===== src/rtl/cam_pkg.sv =====
// rtl/cam_pkg.sv - shared state encoding, byte-format codes and QQVGA geometry for cam_capture
package cam_pkg;

    typedef enum logic {
        WAIT_VS = 1'b0,
        CAPTURE = 1'b1
    } cam_state_t;

    localparam logic FMT_RGB444 = 1'b0;
    localparam logic FMT_RGB565 = 1'b1;

    localparam int QQVGA_H = 160;
    localparam int QQVGA_V = 120;

endpackage


===== src/rtl/cam_px_pack.sv =====
// rtl/cam_px_pack.sv - combinational two-byte to {R,G,B} pixel packer, keeps top BPC bits per channel
module cam_px_pack
    import cam_pkg::*;
#(
    parameter int BPC = 1
) (
    input  logic [7:0]       i_byte0,
    input  logic [7:0]       i_byte1,
    input  logic             i_fmt,
    output logic [3*BPC-1:0] o_px
);

    logic [4:0] w_r5;
    logic [5:0] w_g6;
    logic [4:0] w_b5;
    logic       w_unused_lsbs;

    // Left-justify every channel into a 5/6-bit field so one MSB slice serves both formats
    always_comb begin
        w_r5 = '0;
        w_g6 = '0;
        w_b5 = '0;
        if (i_fmt == FMT_RGB565) begin
            w_r5 = i_byte0[7:3];
            w_g6 = {i_byte0[2:0], i_byte1[7:5]};
            w_b5 = i_byte1[4:0];
        end else begin
            w_r5 = {i_byte0[3:0], 1'b0};
            w_g6 = {i_byte1[7:4], 2'b00};
            w_b5 = {i_byte1[3:0], 1'b0};
        end
        o_px = {w_r5[4 -: BPC], w_g6[5 -: BPC], w_b5[4 -: BPC]};
    end

    // Channel bits below the kept BPC MSBs are dropped on purpose
    assign w_unused_lsbs = ^{w_r5, w_g6, w_b5};

endmodule


===== src/rtl/cam_capture.sv =====
// rtl/cam_capture.sv - camera byte-stream frame capture into linear pixel memory; optional CAM_CAPTURE_LINE_CHECK_EN
module cam_capture
    import cam_pkg::*;
#(
    parameter int H_ACTIVE = QQVGA_H,
    parameter int V_ACTIVE = QQVGA_V,
    parameter int BPC      = 1,
    parameter int AW       = 15
) (
    input  logic             pclk,
    input  logic             rst,
    input  logic             en,
    input  logic             fmt,
    input  logic             vsync,
    input  logic             href,
    input  logic [7:0]       data,
    output logic [AW-1:0]    mem_px_addr,
    output logic [3*BPC-1:0] mem_px_data,
    output logic             px_wr,
    output logic             frame_done,
    output logic             busy,
    output logic             line_err
);

    localparam int DW   = 3 * BPC;
    localparam int NPIX = H_ACTIVE * V_ACTIVE;
    localparam int CW   = $clog2(H_ACTIVE + 2);
    localparam int RW   = $clog2(V_ACTIVE + 2);

    // Counters saturate one past the active size so over-long lines stay distinguishable
    localparam logic [CW-1:0] COL_SAT = CW'(H_ACTIVE + 1);
    localparam logic [RW-1:0] ROW_SAT = RW'(V_ACTIVE + 1);

    cam_state_t r_state;
    cam_state_t w_next_state;

    logic          r_vsync_d;
    logic          r_href_d;
    logic          r_phase;
    logic [7:0]    r_byte0;
    logic [CW-1:0] r_col;
    logic [RW-1:0] r_row;
    logic [AW:0]   r_wr_cnt;
    logic [AW-1:0] r_addr;
    logic [DW-1:0] r_data;
    logic          r_px_wr;
    logic          r_frame_done;

    logic          w_vs_fall;
    logic          w_href_fall;
    logic          w_capture;
    logic          w_byte_vld;
    logic          w_in_window;
    logic          w_do_wr;
    logic          w_last_wr;
    logic          w_frame_end;
    logic [DW-1:0] w_px;

    assign w_vs_fall   = r_vsync_d & ~vsync;
    assign w_href_fall = r_href_d & ~href;
    assign w_capture   = (r_state == CAPTURE);
    assign w_byte_vld  = w_capture & href & ~vsync;
    assign w_in_window = (r_col < CW'(H_ACTIVE)) && (r_row < RW'(V_ACTIVE))
                         && (r_wr_cnt < (AW+1)'(NPIX));
    assign w_do_wr     = w_byte_vld & r_phase & w_in_window;
    assign w_last_wr   = r_px_wr && (r_addr == AW'(NPIX - 1));
    assign w_frame_end = w_capture && (w_next_state == WAIT_VS);

    cam_px_pack #(
        .BPC (BPC)
    ) u_pack (
        .i_byte0 (r_byte0),
        .i_byte1 (data),
        .i_fmt   (fmt),
        .o_px    (w_px)
    );

    // State register
    always_ff @(posedge pclk) begin
        if (rst) begin
            r_state <= WAIT_VS;
        end else begin
            r_state <= w_next_state;
        end
    end

    // Next state: arm on a vsync falling edge with enable, leave on vsync or after the final pixel
    always_comb begin
        w_next_state = r_state;
        case (r_state)
            WAIT_VS: begin
                if (w_vs_fall && en) begin
                    w_next_state = CAPTURE;
                end
            end
            CAPTURE: begin
                if (vsync || w_last_wr) begin
                    w_next_state = WAIT_VS;
                end
            end
            default: w_next_state = WAIT_VS;
        endcase
    end

    // Byte pairing, line/row counting and the registered pixel write port
    always_ff @(posedge pclk) begin
        if (rst) begin
            r_vsync_d    <= 1'b0;
            r_href_d     <= 1'b0;
            r_phase      <= 1'b0;
            r_byte0      <= '0;
            r_col        <= '0;
            r_row        <= '0;
            r_wr_cnt     <= '0;
            r_addr       <= '0;
            r_data       <= '0;
            r_px_wr      <= 1'b0;
            r_frame_done <= 1'b0;
        end else begin
            r_vsync_d    <= vsync;
            r_href_d     <= href;
            r_px_wr      <= w_do_wr;
            r_frame_done <= w_frame_end;

            if (w_do_wr) begin
                r_addr   <= r_wr_cnt[AW-1:0];
                r_data   <= w_px;
                r_wr_cnt <= r_wr_cnt + 1'b1;
            end

            if (!w_capture) begin
                // Idle between frames keeps everything at frame-start values
                r_phase  <= 1'b0;
                r_col    <= '0;
                r_row    <= '0;
                r_wr_cnt <= '0;
            end else if (w_href_fall) begin
                // An unpaired trailing byte is simply forgotten here
                r_phase <= 1'b0;
                r_col   <= '0;
                if (r_row != ROW_SAT) begin
                    r_row <= r_row + 1'b1;
                end
            end else if (w_byte_vld) begin
                r_phase <= ~r_phase;
                if (!r_phase) begin
                    r_byte0 <= data;
                end else if (r_col != COL_SAT) begin
                    r_col <= r_col + 1'b1;
                end
            end
        end
    end

`ifdef CAM_CAPTURE_LINE_CHECK_EN
    logic r_line_err;

    // Sticky flag for any line that ends with the wrong pixel count or a dangling byte
    always_ff @(posedge pclk) begin
        if (rst) begin
            r_line_err <= 1'b0;
        end else if (w_capture && w_href_fall && ((r_col != CW'(H_ACTIVE)) || r_phase)) begin
            r_line_err <= 1'b1;
        end
    end

    assign line_err = r_line_err;
`else
    assign line_err = 1'b0;
`endif

    assign mem_px_addr = r_addr;
    assign mem_px_data = r_data;
    assign px_wr       = r_px_wr;
    assign frame_done  = r_frame_done;
    assign busy        = w_capture;

endmodule


===== config.mk =====
export PLATFORM = sky130hd
export DESIGN_NAME = cam_capture
export DESIGN_NICKNAME = d
export VERILOG_FILES = /design/src/rtl/cam_pkg.sv /design/src/rtl/cam_px_pack.sv /design/src/rtl/cam_capture.sv
export SDC_FILE = /design/constraint.sdc
export NUM_CORES = 1
export LEC_CHECK = 0
export BUFFER_PORTS_ARGS = -buffer_cell sky130_fd_sc_hd__buf_2
export CAP_MARGIN = 20
export CORE_MARGIN = 3
export CORE_UTILIZATION = 30
export DETAILED_ROUTE_END_ITERATION = 10
export PLACE_DENSITY = 0.45
export SLEW_MARGIN = 20
export SYNTH_ARGS = -nofsm -noshare
export SYNTH_HDL_FRONTEND = slang
export SYNTH_SLANG_ARGS = --single-unit

===== constraint.sdc =====
create_clock -name pclk -period 3.6 [get_ports pclk]
set_input_delay 0.36 -clock pclk [delete_from_list [all_inputs] [get_ports pclk]]
set_output_delay 0.36 -clock pclk [all_outputs]
set_load 0.01 [all_outputs]

==> out/summary.txt <==
leak pwr - 1.04 nW
largest net degree at the start of global routing - 39
number of nets still failing antenna checks after routing - 0
hold path start - vsync
DRC viols - 0
full die area - 10100 µm²
GRT overflow - 0
Tightest Pin Transition - 0.719 ns
Max clock buf depth - 2
Final Hold Fails - 0
clk slew on worst S/H paths - 0.07 ns
status - finished, final reports clean
Synth cell types - 46
Yosys reg bits - 58
Async S/R FF share, synth - 0
DR WL/cell - 14.3 µm
most frequent cells in the layout - dfxtp_1 (58), a21oi_1 (30), buf_2 (30)
RSZ-0062 raised after global routing - false
number of I/O pins - 36
iteration count of the initial detailed-routing pass - 4
vias in the first global route - 2115
antenna violations before repair - 0
hold buffers post-CTS - 0
Hold Crit Depth - 2
Avg Inst Size Synth - 8.64 µm²
Pwr Density - 407 nW/µm²
NumNets Final - 352
Setup violations, final - 0
drt initial violations - 76
Final GP Congestion - 0.761
GRT Total Usage - 0.132
critical path arrival - 2.29 ns
max-slew violations - 0
XOR/XNOR Fraction of Synth Area - 0.0394
Clock Latency Late Sink - 0.33 ns
post-synthesis simple-gate area fraction - 0.267
Final Skew - 0.00898 ns
number of fill cells in the layout - 925
synthesized area - 2670 µm²
Compound-Gate Fraction of Synth Area - 0.155
# rows - 33
multi-input logic area - 1400 µm²
Root Driver - clkbuf_8
Area Growth Syn to Fin - 15.0%
critical path startpoint category - flip-flop
Hold EP - busy
die height - 100 µm
Setup Buffers After CTS - 0
f_max - 477 MHz
maximum resistive drop on vdd - 197 µV
part of the cycle the worst path needs - 0.583
hold crit path type - in2reg
H-tree levels - 3
Synth Instances - 309
CP Capture Type - flip-flop
TritonCTS clock tree - done
Synth Net Count - 328
worst r2r src - mem_px_addr[10]
YS warnings - 0
drt via density - 5.07
Adder-Cell Fraction of Synth Area - 0.0234
I/O Buffers - 30
drt total wl - 6300 µm
DP HPWL - 4250 µm
Max Cap Viol - 0
reg2reg end - busy
Worst Reg-to-Reg Cells - 4
share of cells above drive strength 1 - 0.154
global-route wire length before repair - 10600 µm
critical path required time - 3.79 ns
detailed-route via count - 2240
Worst R2R Setup Slack - 1.50 ns
final worst slack - 1.50 ns
Seq/Total Area, Yosys - 0.435
largest family of logic cells by synthesized area - simple AND/OR/NAND/NOR gates
pre-CTS WS - 1.51 ns
initial core utilization - 0.317
ys flop type - dfxtp_1
Setup TNS - 0 ns
multiplexer share of the synthesized area - 0.0375
post-CTS resize count - 0
worst relative slew slack - 0.516
commonest non-fill, non-tap cell in the layout - dfxtp_1
fin crit period - 2.10 ns
core area - 8420 µm²
WS Path Type - reg2reg
maximum fanout along the worst path - 3
Post-synth EDFFs - 0
die width - 100 µm
CTS buffer count - 9
clock tree sinks - 58
Register Area - 1160 µm²
Antenna diodes - 0
[synth_stat cells (2+ instances only)]
| cell type | count | share of area |
|---|---|---|
| buf_4 | 2 | 0.0056 |
| nor2_1 | 19 | 0.027 |
| or4_1 | 4 | 0.011 |
| o31ai_1 | 4 | 0.011 |
| ha_1 | 5 | 0.023 |
| or3_1 | 6 | 0.014 |
| xnor2_1 | 7 | 0.023 |
| dfxtp_1 | 58 | 0.43 |
| a211oi_1 | 6 | 0.017 |
| o211ai_1 | 2 | 0.0056 |
| and2_1 | 2 | 0.0047 |
| a21oi_1 | 30 | 0.056 |
| nor4_1 | 10 | 0.023 |
| nand3_1 | 23 | 0.043 |
| mux2i_1 | 10 | 0.037 |
| nor2b_1 | 4 | 0.0094 |
| nand3b_1 | 3 | 0.0084 |
| inv_1 | 6 | 0.0084 |
| and3_1 | 3 | 0.0070 |
| buf_2 | 3 | 0.0056 |
| xor2_1 | 5 | 0.016 |
| o21ai_0 | 24 | 0.045 |
| clkbuf_1 | 14 | 0.020 |
| nand2b_1 | 9 | 0.021 |
| nand2_1 | 19 | 0.027 |
| nor3_1 | 3 | 0.0056 |
| nand4_1 | 8 | 0.019 |
| or2b_1 | 2 | 0.0056 |
[sequential cells by signal, indices dropped and copies added (netlist names)]
| register | count |
|---|---|
| busy | 1 |
| frame_done | 1 |
| mem_px_addr | 15 |
| mem_px_data | 3 |
| px_wr | 1 |
| r_byte0 | 3 |
| r_col | 8 |
| r_href_d | 1 |
| r_phase | 1 |
| r_row | 7 |
| r_vsync_d | 1 |
| r_wr_cnt | 16 |
[per-stage QoR]
step	hold slack, ns	util	cells	power [mW]	cell area (µm²)
after floorplan	0.433	-	309	0.672	2670
after global placement	0.459	0.343	427	0.682	2890
after detailed placement	0.464	0.343	427	0.682	2890
after CTS	0.246	0.365	442	1.27	3070
after global routing	0.277	0.365	442	1.30	3070
final	0.260	0.365	442	1.25	3070
[where the power goes]
group	total (mW)	switching [mW]	internal, mW	leakage (nW)
Combinational	0.0226	0.0136	0.00897	0.478
Clock	0.583	0.250	0.333	0.0962
Sequential	0.644	0.00101	0.643	0.468
Total	1.25	0.265	0.985	1.04
[layout make-up]
type	instances	share of cell area
clock inverter	3	0.0130
multi-input combinational	225	0.455
inverter	6	0.00733
timing repair buffer	33	0.0562
clock buffer	12	0.0473
tap	105	0.0428
sequential	58	0.378
[metal layers]
layer  up-vias  global-route usage  part of all wire
met3        11              0.0208             0.022
met5         -                   0                 0
met1      1034               0.179              0.51
li1       1165                   -                 -
met2        30               0.198              0.44
met4         0              0.0736             0.029
[how the worst max path moves through the flow]
| stage | from | slack [ns] | endpoint | cells after the start |
|---|---|---|---|---|
| 2_1_floorplan | busy | 1.90 | r_wr_cnt[5] | 4 |
| 3_3_place_gp | mem_px_addr[10] | 1.52 | busy | 4 |
| 3_5_place_dp | mem_px_addr[10] | 1.51 | busy | 4 |
| 5_1_grt | mem_px_addr[10] | 1.42 | busy | 4 |
| 4_1_cts | mem_px_addr[10] | 1.48 | busy | 4 |
| 6_report | mem_px_addr[10] | 1.50 | busy | 4 |
[worst max-delay path, cell delays in order, from the launching register on]
cell	delay [ns]
dfxtp_1	0.32
or4b_2	0.72
nor4_1	0.67
or2b_1	0.19
a211oi_1	0.06
[kinds of logic after synthesis]
group,Yosys count
AND/OR/NAND/NOR,125
adder cells (fa/ha/maj),5
buffers and inverters,26
other,1
AO/OA/AOI/OAI,72
XOR/XNOR,12
multiplexers,10
flip-flops,58
Note: power is estimated with default switching activity, not from simulation.
